`src/rtl/adder_err_stats.sv`:
```
// adder_err_stats: error-statistics accumulator for an approximate adder under test.
// Each accepted sample (in_a, in_b, in_sum) is checked against the exact N-bit sum.
// The block accumulates the sample count, the mismatch count, the saturating sum of
// error distances and the maximum error distance over a programmed number of samples.
//
// Ports:
//   clk, rst_n        clock (rising edge), asynchronous active-low reset
//   start             one-cycle pulse, starts a run from IDLE or DONE
//   num_samples       samples to accept in the run, latched on start
//   in_valid/in_ready sample handshake; a sample is taken when both are high
//   in_a, in_b        operands seen by the adder under test
//   in_sum            approximate sum produced by the adder under test
//   busy              run in progress (RUN or DRAIN)
//   done              run finished; totals are final until the next start
//   sample_count      samples accumulated so far
//   err_count         samples whose in_sum differed from the exact sum
//   sed_total         saturating sum of error distances
//   max_ed            largest error distance seen
module adder_err_stats #(
   parameter int unsigned N     = 16,
   parameter int unsigned CNT_W = 32,
   parameter int unsigned ACC_W = 48
) (
   input  logic             clk,
   input  logic             rst_n,
   input  logic             start,
   input  logic [CNT_W-1:0] num_samples,
   input  logic             in_valid,
   output logic             in_ready,
   input  logic [N-1:0]     in_a,
   input  logic [N-1:0]     in_b,
   input  logic [N-1:0]     in_sum,
   output logic             busy,
   output logic             done,
   output logic [CNT_W-1:0] sample_count,
   output logic [CNT_W-1:0] err_count,
   output logic [ACC_W-1:0] sed_total,
   output logic [N-1:0]     max_ed
);

   typedef enum logic [1:0] {StIdle, StRun, StDrain, StDone} state_e;

   state_e           state_q;
   logic             busy_q;
   logic             done_q;
   logic [CNT_W-1:0] num_q;
   logic [CNT_W-1:0] accepted_q;

   // Stage 1 holds the accepted sample; stage 2 holds its error distance.
   logic             s1_valid_q;
   logic [N-1:0]     s1_a_q;
   logic [N-1:0]     s1_b_q;
   logic [N-1:0]     s1_sum_q;
   logic             s2_valid_q;
   logic             s2_mis_q;
   logic [N-1:0]     s2_ed_q;

   logic [CNT_W-1:0] sample_count_q;
   logic [CNT_W-1:0] err_count_q;
   logic [ACC_W-1:0] sed_total_q;
   logic [N-1:0]     max_ed_q;

   logic             accept;
   logic             last_accept;
   logic             start_ok;
   logic [N-1:0]     exact;
   logic [N-1:0]     ed;
   logic [ACC_W:0]   sed_sum;
   logic [ACC_W-1:0] sed_next;

   assign in_ready    = (state_q == StRun) && (accepted_q < num_q);
   assign accept      = in_valid && in_ready;
   assign last_accept = accept && ((accepted_q + CNT_W'(1)) == num_q);
   assign start_ok    = start && ((state_q == StIdle) || (state_q == StDone));

   assign busy         = busy_q;
   assign done         = done_q;
   assign sample_count = sample_count_q;
   assign err_count    = err_count_q;
   assign sed_total    = sed_total_q;
   assign max_ed       = max_ed_q;

   // Carry-out of the exact sum is discarded; the distance always fits in N bits.
   always_comb begin
      exact = s1_a_q + s1_b_q;
      ed    = '0;
      if (s1_sum_q >= exact) begin
         ed = s1_sum_q - exact;
      end else begin
         ed = exact - s1_sum_q;
      end
   end

   // One extra bit catches the accumulator overflow so it can clamp to all-ones.
   always_comb begin
      sed_sum  = {1'b0, sed_total_q} + (ACC_W+1)'(s2_ed_q);
      sed_next = sed_sum[ACC_W] ? '1 : sed_sum[ACC_W-1:0];
   end

   always_ff @(posedge clk or negedge rst_n) begin
      if (!rst_n) begin
         state_q    <= StIdle;
         busy_q     <= 1'b0;
         done_q     <= 1'b0;
         num_q      <= '0;
         accepted_q <= '0;
      end else begin
         case (state_q)
            StIdle, StDone: begin
               if (start) begin
                  state_q    <= StRun;
                  busy_q     <= 1'b1;
                  done_q     <= 1'b0;
                  num_q      <= num_samples;
                  accepted_q <= '0;
               end
            end
            StRun: begin
               if (accept) begin
                  accepted_q <= accepted_q + CNT_W'(1);
               end
               // Leave on the final accept, or at once when the run asked for zero samples.
               if (last_accept || (accepted_q == num_q)) begin
                  state_q <= StDrain;
               end
            end
            StDrain: begin
               // Stage 1 empty means stage 2 retires this edge, so totals are final together
               // with done.
               if (!s1_valid_q) begin
                  state_q <= StDone;
                  busy_q  <= 1'b0;
                  done_q  <= 1'b1;
               end
            end
            default: begin
               state_q <= StIdle;
               busy_q  <= 1'b0;
               done_q  <= 1'b0;
            end
         endcase
      end
   end

   always_ff @(posedge clk or negedge rst_n) begin
      if (!rst_n) begin
         s1_valid_q <= 1'b0;
         s1_a_q     <= '0;
         s1_b_q     <= '0;
         s1_sum_q   <= '0;
         s2_valid_q <= 1'b0;
         s2_mis_q   <= 1'b0;
         s2_ed_q    <= '0;
      end else begin
         s1_valid_q <= accept;
         if (accept) begin
            s1_a_q   <= in_a;
            s1_b_q   <= in_b;
            s1_sum_q <= in_sum;
         end
         s2_valid_q <= s1_valid_q;
         if (s1_valid_q) begin
            s2_ed_q  <= ed;
            s2_mis_q <= (ed != '0);
         end
      end
   end

   // A start is only honoured with the pipeline empty, so clear and update never collide.
   always_ff @(posedge clk or negedge rst_n) begin
      if (!rst_n) begin
         sample_count_q <= '0;
         err_count_q    <= '0;
         sed_total_q    <= '0;
         max_ed_q       <= '0;
      end else if (start_ok) begin
         sample_count_q <= '0;
         err_count_q    <= '0;
         sed_total_q    <= '0;
         max_ed_q       <= '0;
      end else if (s2_valid_q) begin
         sample_count_q <= sample_count_q + CNT_W'(1);
         err_count_q    <= err_count_q + CNT_W'(s2_mis_q);
         sed_total_q    <= sed_next;
         if (s2_ed_q > max_ed_q) begin
            max_ed_q <= s2_ed_q;
         end
      end
   end

endmodule

```
`config.mk`:
```
export PLATFORM = sky130hd
export DESIGN_NAME = adder_err_stats
export DESIGN_NICKNAME = d
export VERILOG_FILES = /design/src/rtl/adder_err_stats.sv
export SDC_FILE = /design/constraint.sdc
export NUM_CORES = 1
export LEC_CHECK = 0
export ABC_AREA = 1
export BUFFER_PORTS_ARGS = -buffer_cell sky130_fd_sc_hd__buf_2
export CORE_AREA = 2 2 232 234
export DETAILED_ROUTE_END_ITERATION = 12
export DIE_AREA = 0 0 234 236
export SETUP_SLACK_MARGIN = 0.05
export SLEW_MARGIN = 10
export SYNTH_ARGS = -nofsm -noshare
export SYNTH_HDL_FRONTEND = slang
export SYNTH_SLANG_ARGS = --single-unit
```
`constraint.sdc`:
```
create_clock -name clk -period 9.6 [get_ports clk]
set_clock_uncertainty 0.2 [all_clocks]
set_input_delay 1.92 -clock clk [delete_from_list [all_inputs] [get_ports clk]]
set_output_delay 1.92 -clock clk [all_outputs]
set_load 0.02 [all_outputs]
```
## Yosys cells after proc, flatten, opt, wreduce, memory -nomap -nowiden

Cells that the tools add are included.

- Input bits: 84
- Word-level logic and storage cells: 77
- Output and inout port bits: 131
- Register bits after elaboration: 263

- Magnitude comparators: 3
- Reduce and logical (&&, ||, !) cells: 18
- Equal/unequal tests: 9
- Add/subtract/negate cells: 7
- Multiplexer cells: 24

Operators by type and width:

| cell | number |
|---|---|
| 2-to-1 mux 32 bit | 6 |
| 2-to-1 mux 48 bit | 3 |
| adder 32 x 1 -> 32 bit, second input constant | 2 |
| equality test 32 bit | 2 |
| 2-to-1 mux 16 bit | 4 |
| case mux 32 bit (2 select lines) | 1 |
| adder 48 x 16 -> 49 bit | 1 |
| adder 32 x 1 -> 32 bit | 1 |
| < comparator 32 bit | 1 |
| subtractor 16 bit | 2 |
| adder 16 bit | 1 |
| greater-or-equal comparator 16 bit | 1 |
| > comparator 16 bit | 1 |
| nonzero test 16 bit | 1 |
| AND reduction 3 bit | 3 |
| nonzero test 2 bit | 4 |
| 2-to-1 mux 2 bit | 3 |
| != test 2 bit, second input constant | 3 |
| case mux 2 bit (3 select lines) | 1 |
| equality test 2 bit, second input constant | 2 |
| logical AND 1 bit | 4 |
| 2-to-1 mux 1 bit | 4 |
| case mux 1 bit (2 select lines) | 2 |
| AND reduction 2 bit | 2 |
| other kinds (5) | 6 |

## Longest topological paths before layout

Gate-level depths: netlist of run 1.

- Word-level depth: 7
- Depth in mapped cells: 31
- Depth with buffers taken out: 31

## Least setup slack after synthesis of run 1

OpenSTA, ideal clock, no wires.

- Path kind: register to register
- Start point: reg s1_a_q[0]
- End point: reg s2_mis_q
- Path slack: 5638 ps
- Period minus slack after synthesis: 3962 ps
- Setup time: 117 ps
- Arrival time: 3646 ps
- Stages on the path, launching flop included: 32
- Buffers on the path: 1
- Required time: 9283 ps
- Cell sequence: dfrtp_1 -> ha_1 -> fa_1 -> nand3_1 -> nand2_1 -> a21oi_1 -> nor2_1 -> nor2_1 -> o21ai_0 -> nand3_1 -> nand2_1 -> nand3_1 -> nand2_1 -> xor2_1 -> inv_1 -> ha_1 -> nand2_1 -> nor3_1 -> inv_1 -> nor3_2 -> o21ai_2 -> nand2_4 -> inv_2 -> buf_4 -> nand2_1 -> nand2_1 -> nor2_1 -> nand2_1 -> nor2_1 -> nand2_1 -> nand2_1 -> nand2_1

- Cells in the longest elaborated chain, start to end: 4
- Elaborated cells on any way between the ends: 6
- Those cells by class: 3 x add/sub; 1 x order compare; 1 x mux; 1 x reduce/logical

Ends and longest elaborated chain:

| what | line | source |
|---|---|---|
| start: declaration | 51 | `logic [N-1:0] s1_a_q;` |
| start signal: assignment | 157 | `s1_a_q <= in_a;` |
| adder 16 bit (*) | 85 | `exact = s1_a_q + s1_b_q;` |
| subtractor 16 bit (tied with other cells) | 90 | `ed = exact - s1_sum_q;` |
| 2-to-1 mux 16 bit (*) | 87 | `if (s1_sum_q >= exact) begin` |
| nonzero test 16 bit (*) | 164 | `s2_mis_q <= (ed != '0);` |
| end signal: assignment | 164 |  |
| end: declaration | 55 | `logic s2_mis_q;` |

Every way passes the cells marked *; elsewhere a longest branch is shown, timed or not.
A chain may end at the register's enable or synchronous reset.

## Worst setup path after layout of run 1

- Start point: reg num_q[31]
- End point: out in_ready

- Cells in the longest elaborated chain, start to end: 2

Ends and longest elaborated chain:

| what | line | source |
|---|---|---|
| start: declaration | 46 | `logic [CNT_W-1:0] num_q;` |
| start signal: assignment | 114 | `num_q <= num_samples;` |
| < comparator 32 bit | 71 | `assign in_ready = (state_q == StRun) && (accepted_q < num_q);` |
| logical AND 1 bit | 71 |  |
| end: declaration | 29 | `output logic in_ready,` |

Every way passes these cells.

==> reports/metrics.yaml, run 1 <==
critical_path.startpoint_type: "flip-flop"
gr-usage-all-layers_pct: 19.6
wirelength_um: 55000
path_cells: "inv_1 -> ha_1 -> nand2_1 -> nor2_1 -> nand2_1 -> nor4_1 -> nand2_1 -> nand2_1 -> inv_1 -> buf_2"
cts_tree: "yes"
power_frac_clock_pct: 17.1
hold_viol: 0
ir_worst_vdd_v: 0.000217
rows: 85
status: "finished clean"
cts_sinks: 263
r2r-start: "s1_a_q[2]$_DFFE_PN0P_"
crit_family: "simple AND/OR/NAND/NOR gates"
grt_max_degree: 148
ctsHtreeMaxLevel: 2
post-synth-top-area-cell: "dfrtp_1"
synthFlopType: "dfrtp_1"
cts-resized-gates: 0
syn-num-nets: 2796
cp.depth: 10
finalInstanceArea_um2: 21200
syn_area_per_cell_um2: 7.07
async_flop_share_pct: 100
power_switching_mw: 4.07
cts_max_path_buffers: 3
overflow: 0
ios: 215
power.share.combinational_pct: 62.1
worstHoldPathType: "flip-flop to flip-flop"
tightest_slew_ns: 1.06
cap_violations: 0
min_path_cells: 2
routedWlPerCell_um: 15.7
setup_slack_ns: 4.83
dp_hpwl_um: 41900
p_sw_share_pct: 51.9
relSlewSlack_pct: 29.5
whs_ns: 0.279
ant_nets: 0
grt_pass1_wl_um: 87500
synth_area_um2: 18300
crit_slowest_cell: "nor4_1"
final_layout_size_suffix_gt1_share_pct: 12.7
gp_congestion: 0.925
max_freq_mhz: 210
dieArea_um2: 55200
setup_viol: 0
cpMostUsedCell: "nand2_1"
dr_wl_met3_um: 3280
power_frac_seq_pct: 20.7
top_layer: "met4"
antenna_found_initial: 1
dp_slack_ns: 4.90
p_leak_nw: 10.6
vias: 17766
dpl-instance-area_um2: 20100
timing.final.crit_share_pct: 49.6
yosysUniqueCellTypes: 62
insertion_delay_ns: 0.55
route.met2.wl_um: 25500
endpoint_kind: "primary output"
drc_errors: 0
cts_setup_buffers: 0
firstDrtPassIters: 5
layout.nets: 2994
synth-seq-cells: 263
die_h_um: 236
numCtsBuffers: 35
power_mw: 7.84
grt_pass1_vias: 17090
slew_violations: 0
syn_to_final_growth_pct: 16.0
nFillCells: 5543
root_buffer: "clkbuf_16"
io_buffers: 214
cts_hold_buf: 0
layout_min_cycle_time_ns: 4.77
die_x_um: 234
clk_pin_slew_ns: 0.06
cp_max_fo: 2
cp_num_buf_inv: 3
ys_warn_count: 0
synth_edf_count: 0
pwr_density_cell_nw_per_um2: 369
yosysTopAreaCellShare_pct: 35.9
p_int_mw: 3.77
rr_worst_depth: 29
synthTopCellsByArea: "dfrtp_1 36%, nand2_1 15%, ha_1 8.0%, inv_1 6.7%, o21ai_0 5.7%"
grt_setup_unrepaired: "false"
startpoint: "num_q[31]$_DFFE_PN0P_"
criticalPathCategory: "flip-flop to primary output"
cp.required_ns: 7.48
dr.first_iter.drc_count: 1232
critPathMaxStageDelay_ns: 0.49
viasPerCell: 5.06
antenna_cells: 0
synth-seq-area-share_pct: 35.9
tns_ns: 0
wl_met1_um: 24800
syn_inst: 2591
worst_hold_startpoint: "s1_b_q[5]$_DFFE_PN0P_"
core_um2: 53100
critPathArrivalTime_ns: 2.65
start_util_pct: 34.5
area by class of cell:
cell class	count	area (um2)	share of cell area, %
multi-input combinational	1924	10200	47.9
tap	696	871	4.10
clock buffer	53	1070	5.02
timing repair buffer	224	1170	5.50
inverter	341	1280	6.04
sequential	263	6580	31.0
clock inverter	8	97.6	0.460
power groups by stage:
stage | logic (mW) | clock network [mW] | registers [mW]
finish | 4.87 | 1.34 | 1.63
global placement | 4.81 | 0 | 1.64
detailed placement | 4.86 | 0 | 1.64
floorplan | 3.54 | 0 | 1.61
CTS | 4.88 | 1.38 | 1.63
global route | 5.50 | 1.42 | 1.66
per-layer routing:
| metal | vias to the layer above | track usage [%] |
|---|---|---|
| li1 | 8833 | - |
| met4 | 0 | 6.04 |
| met2 | 505 | 32.3 |
| met3 | 94 | 2.96 |
| met5 | - | 0 |
| met1 | 8334 | 26.3 |
worst min-delay path, stage by stage, from the launching register on:
cell	delay, ns
dfrtp_1	0.35
nand2_1	0.05
nand2_1	0.04
final timing paths:
check,endpoint,slack (ns)
worst max-delay path,in_ready,4.83
worst min-delay path,s1_b_q[5]$_DFFE_PN0P_,0.28
worst max register to register,s2_mis_q$_DFFE_PN0P_,4.97
worst min register to register,s1_b_q[5]$_DFFE_PN0P_,0.28
max in group asynchronous,s1_a_q[12]$_DFFE_PN0P_,6.87
min in group asynchronous,sed_total[47]$_DFFE_PN0P_,1.10
placed cells by master (no fill, tap or decap), types with 37 or more instances in the layout:
master | netlist | routed
inv_1 | 329 | 329
ha_1 | 117 | 117
nor2_1 | 212 | 210
nand2_1 | 750 | 750
nand3_1 | 141 | 141
nor3_1 | 49 | 49
o21ai_0 | 209 | 209
a21oi_1 | 129 | 129
dfrtp_1 | 263 | 263
xor2_1 | 57 | 57
buf_2 | 10 | 213
nand4_1 | 56 | 56
clkbuf_16 | 0 | 37
cells in the mapped netlist (4+ instances only):
| library cell | n |
|---|---|
| o21ai_1 | 23 |
| nand2_1 | 750 |
| inv_2 | 11 |
| buf_4 | 7 |
| nor3_2 | 8 |
| o21ai_0 | 209 |
| buf_1 | 4 |
| nor2_1 | 212 |
| o21bai_1 | 7 |
| a21oi_1 | 129 |
| a22o_1 | 4 |
| o31ai_1 | 9 |
| nor4_1 | 20 |
| nor2_2 | 11 |
| ha_1 | 117 |
| inv_1 | 329 |
| a31oi_1 | 4 |
| o21a_1 | 14 |
| a21o_1 | 6 |
| dfrtp_1 | 263 |
| nor3_1 | 49 |
| nor2_4 | 10 |
| nand3_1 | 141 |
| a211oi_1 | 4 |
| xor2_1 | 57 |
| nand3_2 | 4 |
| clkbuf_1 | 39 |
| buf_2 | 10 |
| o22ai_1 | 16 |
| xnor2_1 | 8 |
| nand4_1 | 56 |
| nand2_2 | 20 |
| fa_1 | 4 |
per-stage QoR:
stage | util [%] | std cells
6_report | 40.0 | 3509
5_1_grt | 40.0 | 3509
4_1_cts | 40.0 | 3509
3_5_place_dp | 37.8 | 3448
3_3_place_gp | 37.8 | 3448
2_1_floorplan | - | 2591
cell families after synthesis:
| family | count (synthesis) | share of synthesized area (%) |
|---|---|---|
| compound gates | 441 | 13.2 |
| xor+xnor | 66 | 3.23 |
| fa+ha+maj | 121 | 8.43 |
| buf+inv | 404 | 8.59 |
| flops | 263 | 35.9 |
| simple gates | 1296 | 30.6 |
registers in the layout (all words and copies together) (netlist names), 16 cells and up:
signal        count
s1_b_q           16
err_count        32
num_q            32
s2_ed_q          16
s1_a_q           16
accepted_q       32
max_ed           16
s1_sum_q         16
sample_count     32
sed_total        48
(Power assumes the default switching activity.)
==> inputs of run 2 (changes only) <==
ABC_AREA = 0   (was 1)
CORE_AREA = 2 2 220 222   (was 2 2 232 234)
DIE_AREA = 0 0 222 224   (was 0 0 234 236)
clock period = 4.5 ns   (was 9.6 ns; I/O delays follow)
==> run 2 against run 1 <==
- the flow now finishes with violations (setup timing)
- critical path depth rose by 12
- count of clock-buffer cells in the layout fell by 6
- combinational power rose to 2.8 times the previous value
- utilization rose by 3.2 points
- global-route usage fell by 0.86 points
- critical path type is now flip-flop to flip-flop
- largest cell class unchanged
- largest power group unchanged
- highest routed layer unchanged
==> reports/metrics.yaml, run 2 <==
viasPerCell: 5.18
critPathMaxStageDelay_ns: 0.49
drc_errors: 0
cts_hold_buf: 0
ys_warn_count: 0
cp_max_fo: 7
tns_ns: -8.31
ctsHtreeMaxLevel: 2
setup_viol: 16
nFillCells: 4686
vias: 14582
synth_common_cells: "263 x dfrtp_1, 242 x nand2_1, 154 x o21ai_0"
firstDrtPassIters: 5
tightest_slew_ns: 0.991
status: "finished with violations"
mostFrequentLayoutCells: "262 x dfrtp_1, 242 x nand2_1, 213 x buf_2"
start_util_pct: 34.7
syn_inst: 1877
core_um2: 47300
yosysMostFrequentCell: "dfrtp_1"
synthFlopType: "dfrtp_1"
p_leak_nw: 9.93
criticalPathCategory: "flip-flop to flip-flop"
cp_num_buf_inv: 1
synth-seq-cells: 263
failed_checks: "setup timing"
dpl-instance-area_um2: 18900
layout_min_cycle_time_ns: 5.40
cp.required_ns: 4.72
synth_edf_count: 0
dp_hpwl_um: 34100
numCtsBuffers: 34
async_flop_share_pct: 100
wirelength_um: 46400
grt_max_degree: 109
root_buffer: "clkbuf_16"
syn_to_final_growth_pct: 24.6
overflow: 0
final_layout_size_suffix_gt1_share_pct: 21.8
fin_cells: 2817
final_common_cell: "dfrtp_1"
critPathArrivalTime_ns: 5.62
synth-seq-area-share_pct: 40.1
max_freq_mhz: 185
ir_worst_vdd_v: 0.000693
antenna_found_initial: 1
ant_nets: 0
gp_congestion: 0.856
grt_pass1_wl_um: 76500
layout.nets: 2384
syn-num-nets: 2082
crit_family: "compound AO/OA/AOI/OAI gates"
path_cells: "ha_2 -> fa_2 -> a21o_1 -> a21oi_2 -> o21bai_1 -> a21oi_2 -> o21bai_1 -> a211o_1 -> a2111oi_4 -> buf_4 -> nor2_2 -> xnor2_2 -> ha_1 -> nand4_1 -> a2111o_1 -> nand3_4 -> mux2_4 -> a32oi_2 -> xnor2_2 -> or4b_1 -> nor4_2 -> a31oi_1"
ios: 215
syn_area_per_cell_um2: 8.75
hold_viol: 0
endpoint_kind: "flip-flop"
cts_max_path_buffers: 3
worstHoldPathType: "primary input to async pin"
relSlewSlack_pct: 33.5
finalInstanceArea_um2: 20500
slew_violations: 0
grt_pass1_vias: 14542
insertion_delay_ns: 0.54
die_h_um: 224
io_buffers: 214
setup_slack_ns: -0.904
timing.final.crit_share_pct: 120
synth_area_um2: 16400
crit_slowest_cell: "or4b_1"
cts_sinks: 263
grt_setup_unrepaired: "true"
gr-usage-all-layers_pct: 18.7
routedWlPerCell_um: 16.5
cap_violations: 0
die_x_um: 222
yosysTopAreaCellShare_pct: 40.1
placedCellCount: 2734
largest_reg_flops: 48
post-synth-top-area-cell: "dfrtp_1"
dr.first_iter.drc_count: 806
cts_tree: "yes"
pwr_density_cell_nw_per_um2: 973
rows: 80
dp_slack_ns: -1.16
power_mw: 19.9
clk_pin_slew_ns: 0.06
critical_path.startpoint_type: "flip-flop"
yosysUniqueCellTypes: 72
dieArea_um2: 49700
synthTopCellsByArea: "dfrtp_1 40%, ha_1 8.9%, nand2_1 5.5%, o21ai_0 4.7%, xnor2_1 3.8%"
==> run 2: changes by cell type in the layout (fill, tap and decap cells not counted), moves of 29 or more <==
cell and change:
nand2_1 -508, inv_1 -216, buf_4 +114, nor2_1 -74, nand3_1 -62, xnor2_1 +60
o21ai_0 -58, a21oi_1 -38, a31oi_1 +36, and3_1 +31, a21o_1 +29
==> run 2: path summary, 6_finish.rpt <==
path,slack [ns],from,cells past startpoint,to
setup / recovery,-0.90,s1_a_q[0]$_DFFE_PN0P_,22,s2_mis_q$_DFFE_PN0P_
hold / removal,0.21,rst_n,1,sed_total[41]$_DFFE_PN0P_
setup reg to reg,-0.90,s1_a_q[0]$_DFFE_PN0P_,22,s2_mis_q$_DFFE_PN0P_
hold reg to reg,0.28,s1_b_q[10]$_DFFE_PN0P_,2,s1_b_q[10]$_DFFE_PN0P_
max in group asynchronous,2.90,rst_n,2,s1_sum_q[14]$_DFFE_PN0P_
min in group clk,0.28,s1_b_q[10]$_DFFE_PN0P_,2,s1_b_q[10]$_DFFE_PN0P_
==> run 2: logic make-up (layout without fill, tap and decap cells) <==
| kind of cell | count (synthesis) | in the layout | share of synthesized area, % |
|---|---|---|---|
| fa+ha+maj | 121 | 121 | 9.40 |
| xor+xnor | 142 | 142 | 7.57 |
| flops | 263 | 263 | 40.1 |
| other cells | 0 | 1 | 0 |
| simple gates | 662 | 662 | 19.3 |
| buf+inv | 200 | 524 | 4.68 |
| mux | 28 | 28 | 1.81 |
| compound gates | 461 | 461 | 17.2 |
==> run 2: layer usage <==
layer | GRT usage [%] | share of wire [%] | vias to the layer above | wire length, um
li1 | - | - | 7183 | -
met1 | 25.4 | 47 | 7018 | 21800
met2 | 31.0 | 47 | 325 | 21600
met3 | 3.21 | 4.4 | 56 | 2020
met4 | 4.99 | 2.1 | 0 | 972
met5 | 0 | 0 | - | 0
==> run 2: timing repair <==
action,in CTS,in global routing
pin swaps,28,27
gates resized for setup,22,36
buffers inserted,25,11
setup endpoints to repair,16,16
==> run 2: cell type report <==
type / count / area, um2 / area share, %
timing repair buffer: 351 / 2200 / 10.7
tap: 615 / 769 / 3.76
clock buffer: 47 / 970 / 4.74
clock inverter: 11 / 151 / 0.740
inverter: 115 / 434 / 2.12
antenna: 1 / 2.50 / 0.0122
sequential: 263 / 6580 / 32.2
multi-input combinational: 1414 / 9360 / 45.7
==> run 2: through the flow <==
stage	util, %	hold slack [ns]
global placement	39.9	0.265
floorplan	-	0.172
CTS	42.8	0.272
finish	43.2	0.214
global route	43.2	0.294
detailed placement	39.9	0.268
==> run 2: power by group <==
group	switching, mW	internal [mW]	total [mW]
Clock	1.08	1.68	2.76
Combinational	6.81	6.82	13.6
Sequential	0.538	2.98	3.52
Total	8.43	11.5	19.9
==> inputs of run 3 (changes only) <==
TNS_END_PERCENT = 10   (was unset)
==> run 3 against run 2 <==
- the flow still finishes with violations (setup timing)
- routed wire length grew 0.79%
- sequential power hardly changed
- global-route usage rose by 0.11 points
- maximum frequency decreased by 1.9%
- worst setup slack worse by 0.11 ns
- cell area fell by 0.45%
- flip-flop and latch count unchanged
- utilization shrank 0.20 points
- via count increased by 0.34%
- combinational power down 3%
- critical endpoint unchanged
- highest routed layer unchanged
==> reports/metrics.yaml, run 3 (synthesis results as in run 2) <==
cp.required_ns: 4.70
die_x_um: 222
p_leak_nw: 9.93
critPathArrivalTime_ns: 5.71
final_common_cell: "dfrtp_1"
grt_pass1_vias: 14559
io_buffers: 214
cp_num_buf_inv: 3
cp_max_fo: 6
final_core_util_pct: 43.0
grt_max_degree: 88
cts_max_path_buffers: 3
power_frac_clock_pct: 15.0
hold_viol: 0
ios: 215
mostFrequentLayoutCells: "262 x dfrtp_1, 242 x nand2_1, 213 x buf_2"
finalInstanceArea_um2: 20400
rrSetupSlack_ns: -1.01
ant_nets: 0
crit_family: "compound AO/OA/AOI/OAI gates"
layout_min_cycle_time_ns: 5.51
nFillCells: 4768
power.share.combinational_pct: 67.1
reg2reg_to: "s2_mis_q$_DFFE_PN0P_"
timing.final.crit_share_pct: 122
cts_sinks: 263
failed_checks: "setup timing"
dr.first_iter.drc_count: 711
r2r-start: "s1_a_q[0]$_DFFE_PN0P_"
clk_pin_slew_ns: 0.06
dp_slack_ns: -1.21
slew_violations: 0
firstDrtPassIters: 5
rows: 80
overflow: 0
gr-usage-all-layers_pct: 18.8
drc_errors: 0
dpl-instance-area_um2: 18900
tightest_slew_ns: 0.932
antenna_found_initial: 1
crit_slowest_cell: "or4b_1"
insertion_delay_ns: 0.54
cts_tree: "yes"
max_freq_mhz: 181
power_switching_mw: 8.21
routedWlPerCell_um: 16.6
p_sw_share_pct: 41.7
endpoint_kind: "flip-flop"
dieArea_um2: 49700
gp_congestion: 0.866
criticalPathCategory: "flip-flop to flip-flop"
grt_pass1_wl_um: 76900
setup_slack_ns: -1.01
setup_viol: 16
wirelength_um: 46800
critical_path.startpoint_type: "flip-flop"
viasPerCell: 5.19
vias: 14632
cts_hold_buf: 0
p_int_mw: 11.5
largest_reg_flops: 48
relSlewSlack_pct: 37.3
core_um2: 47300
rr_worst_depth: 25
numCtsBuffers: 34
worstHoldPathType: "primary input to async pin"
ctsHtreeMaxLevel: 2
power_frac_seq_pct: 17.9
layout.nets: 2382
tns_ns: -9.12
syn_to_final_growth_pct: 24.0
critPathMaxStageDelay_ns: 0.48
dp_hpwl_um: 34600
pwr_density_cell_nw_per_um2: 967
cap_violations: 0
status: "finished with violations"
grt_setup_unrepaired: "true"
ir_worst_vdd_v: 0.000657
die_h_um: 224
start_util_pct: 34.7
root_buffer: "clkbuf_16"
final_layout_size_suffix_gt1_share_pct: 20.9
## run 3: per-stage QoR
stage / cells / hold slack, ns / power, mW
6_report: 2817 / 0.129 / 19.7
5_1_grt: 2816 / 0.172 / 21.4
4_1_cts: 2813 / 0.142 / 19.4
3_5_place_dp: 2735 / 0.270 / 15.5
3_3_place_gp: 2735 / 0.267 / 15.4
2_1_floorplan: 1877 / 0.172 / 10.6
## run 3: cell type report
| type | instances | area (um2) | area share [%] |
|---|---|---|---|
| Tap cell | 615 | 769 | 3.78 |
| Inverter | 115 | 432 | 2.12 |
| Clock inverter | 10 | 179 | 0.878 |
| Multi-Input combinational cell | 1414 | 9210 | 45.2 |
| Antenna cell | 1 | 2.50 | 0.0123 |
| Clock buffer | 50 | 1020 | 5.02 |
| Sequential cell | 263 | 6580 | 32.3 |
| Timing Repair Buffer | 349 | 2170 | 10.7 |
## run 3: what timing repair did
item	4_1_cts	5_1_grt
pin swaps	21	13
setup endpoints to repair	16	16
buffers inserted	18	3
resized for setup	16	13
## run 3: power by group through the flow
| stage | Sequential, mW | Combinational [mW] | Clock (mW) |
|---|---|---|---|
| after floorplan | 3.56 | 7.08 | 0 |
| after global placement | 3.55 | 11.8 | 0 |
| after detailed placement | 3.57 | 12.0 | 0 |
| after CTS | 3.53 | 12.8 | 3.03 |
| after global routing | 3.61 | 14.7 | 3.13 |
| final | 3.52 | 13.2 | 2.95 |
## run 3: worst max-delay path by stage
stage	end	slack, ns	cells past startpoint	start
3_5_place_dp	s2_mis_q$_DFFE_PN0P_	-1.21	22	s1_a_q[0]$_DFFE_PN0P_
5_1_grt	s2_mis_q$_DFFE_PN0P_	-1.40	23	s1_b_q[0]$_DFFE_PN0P_
6_report	s2_mis_q$_DFFE_PN0P_	-1.01	25	s1_a_q[0]$_DFFE_PN0P_
2_1_floorplan	s2_mis_q$_DFFE_PN0P_	-0.81	22	s1_a_q[0]$_DFFE_PN0P_
3_3_place_gp	s2_mis_q$_DFFE_PN0P_	-1.12	22	s1_a_q[0]$_DFFE_PN0P_
4_1_cts	s2_mis_q$_DFFE_PN0P_	-0.99	22	s1_a_q[0]$_DFFE_PN0P_
## run 3: routing by layer
metal,track usage [%],vias up,part of all wire [%]
met1,25.8,7044,47
met5,0,-,0
met3,3.15,59,4.6
met4,4.62,0,1.9
li1,-,7196,-
met2,31.1,333,46
## run 3: worst reg2reg max path, stage by stage (launching register included)
cell,delay (ns)
dfrtp_1,0.39
ha_2,0.20
fa_2,0.34
a21o_1,0.19
a21oi_2,0.16
o21bai_1,0.10
a21oi_2,0.15
o21bai_1,0.10
a211o_1,0.33
a2111oi_4,0.34
o31ai_1,0.11
a21oi_1,0.20
buf_4,0.14
buf_4,0.09
buf_4,0.09
xor2_1,0.06
ha_2,0.18
o21bai_1,0.16
a21oi_2,0.22
nand3_4,0.15
or3_1,0.39
a32oi_2,0.21
xnor2_2,0.09
or4b_1,0.48
nor4_2,0.23
a31oi_1,0.11
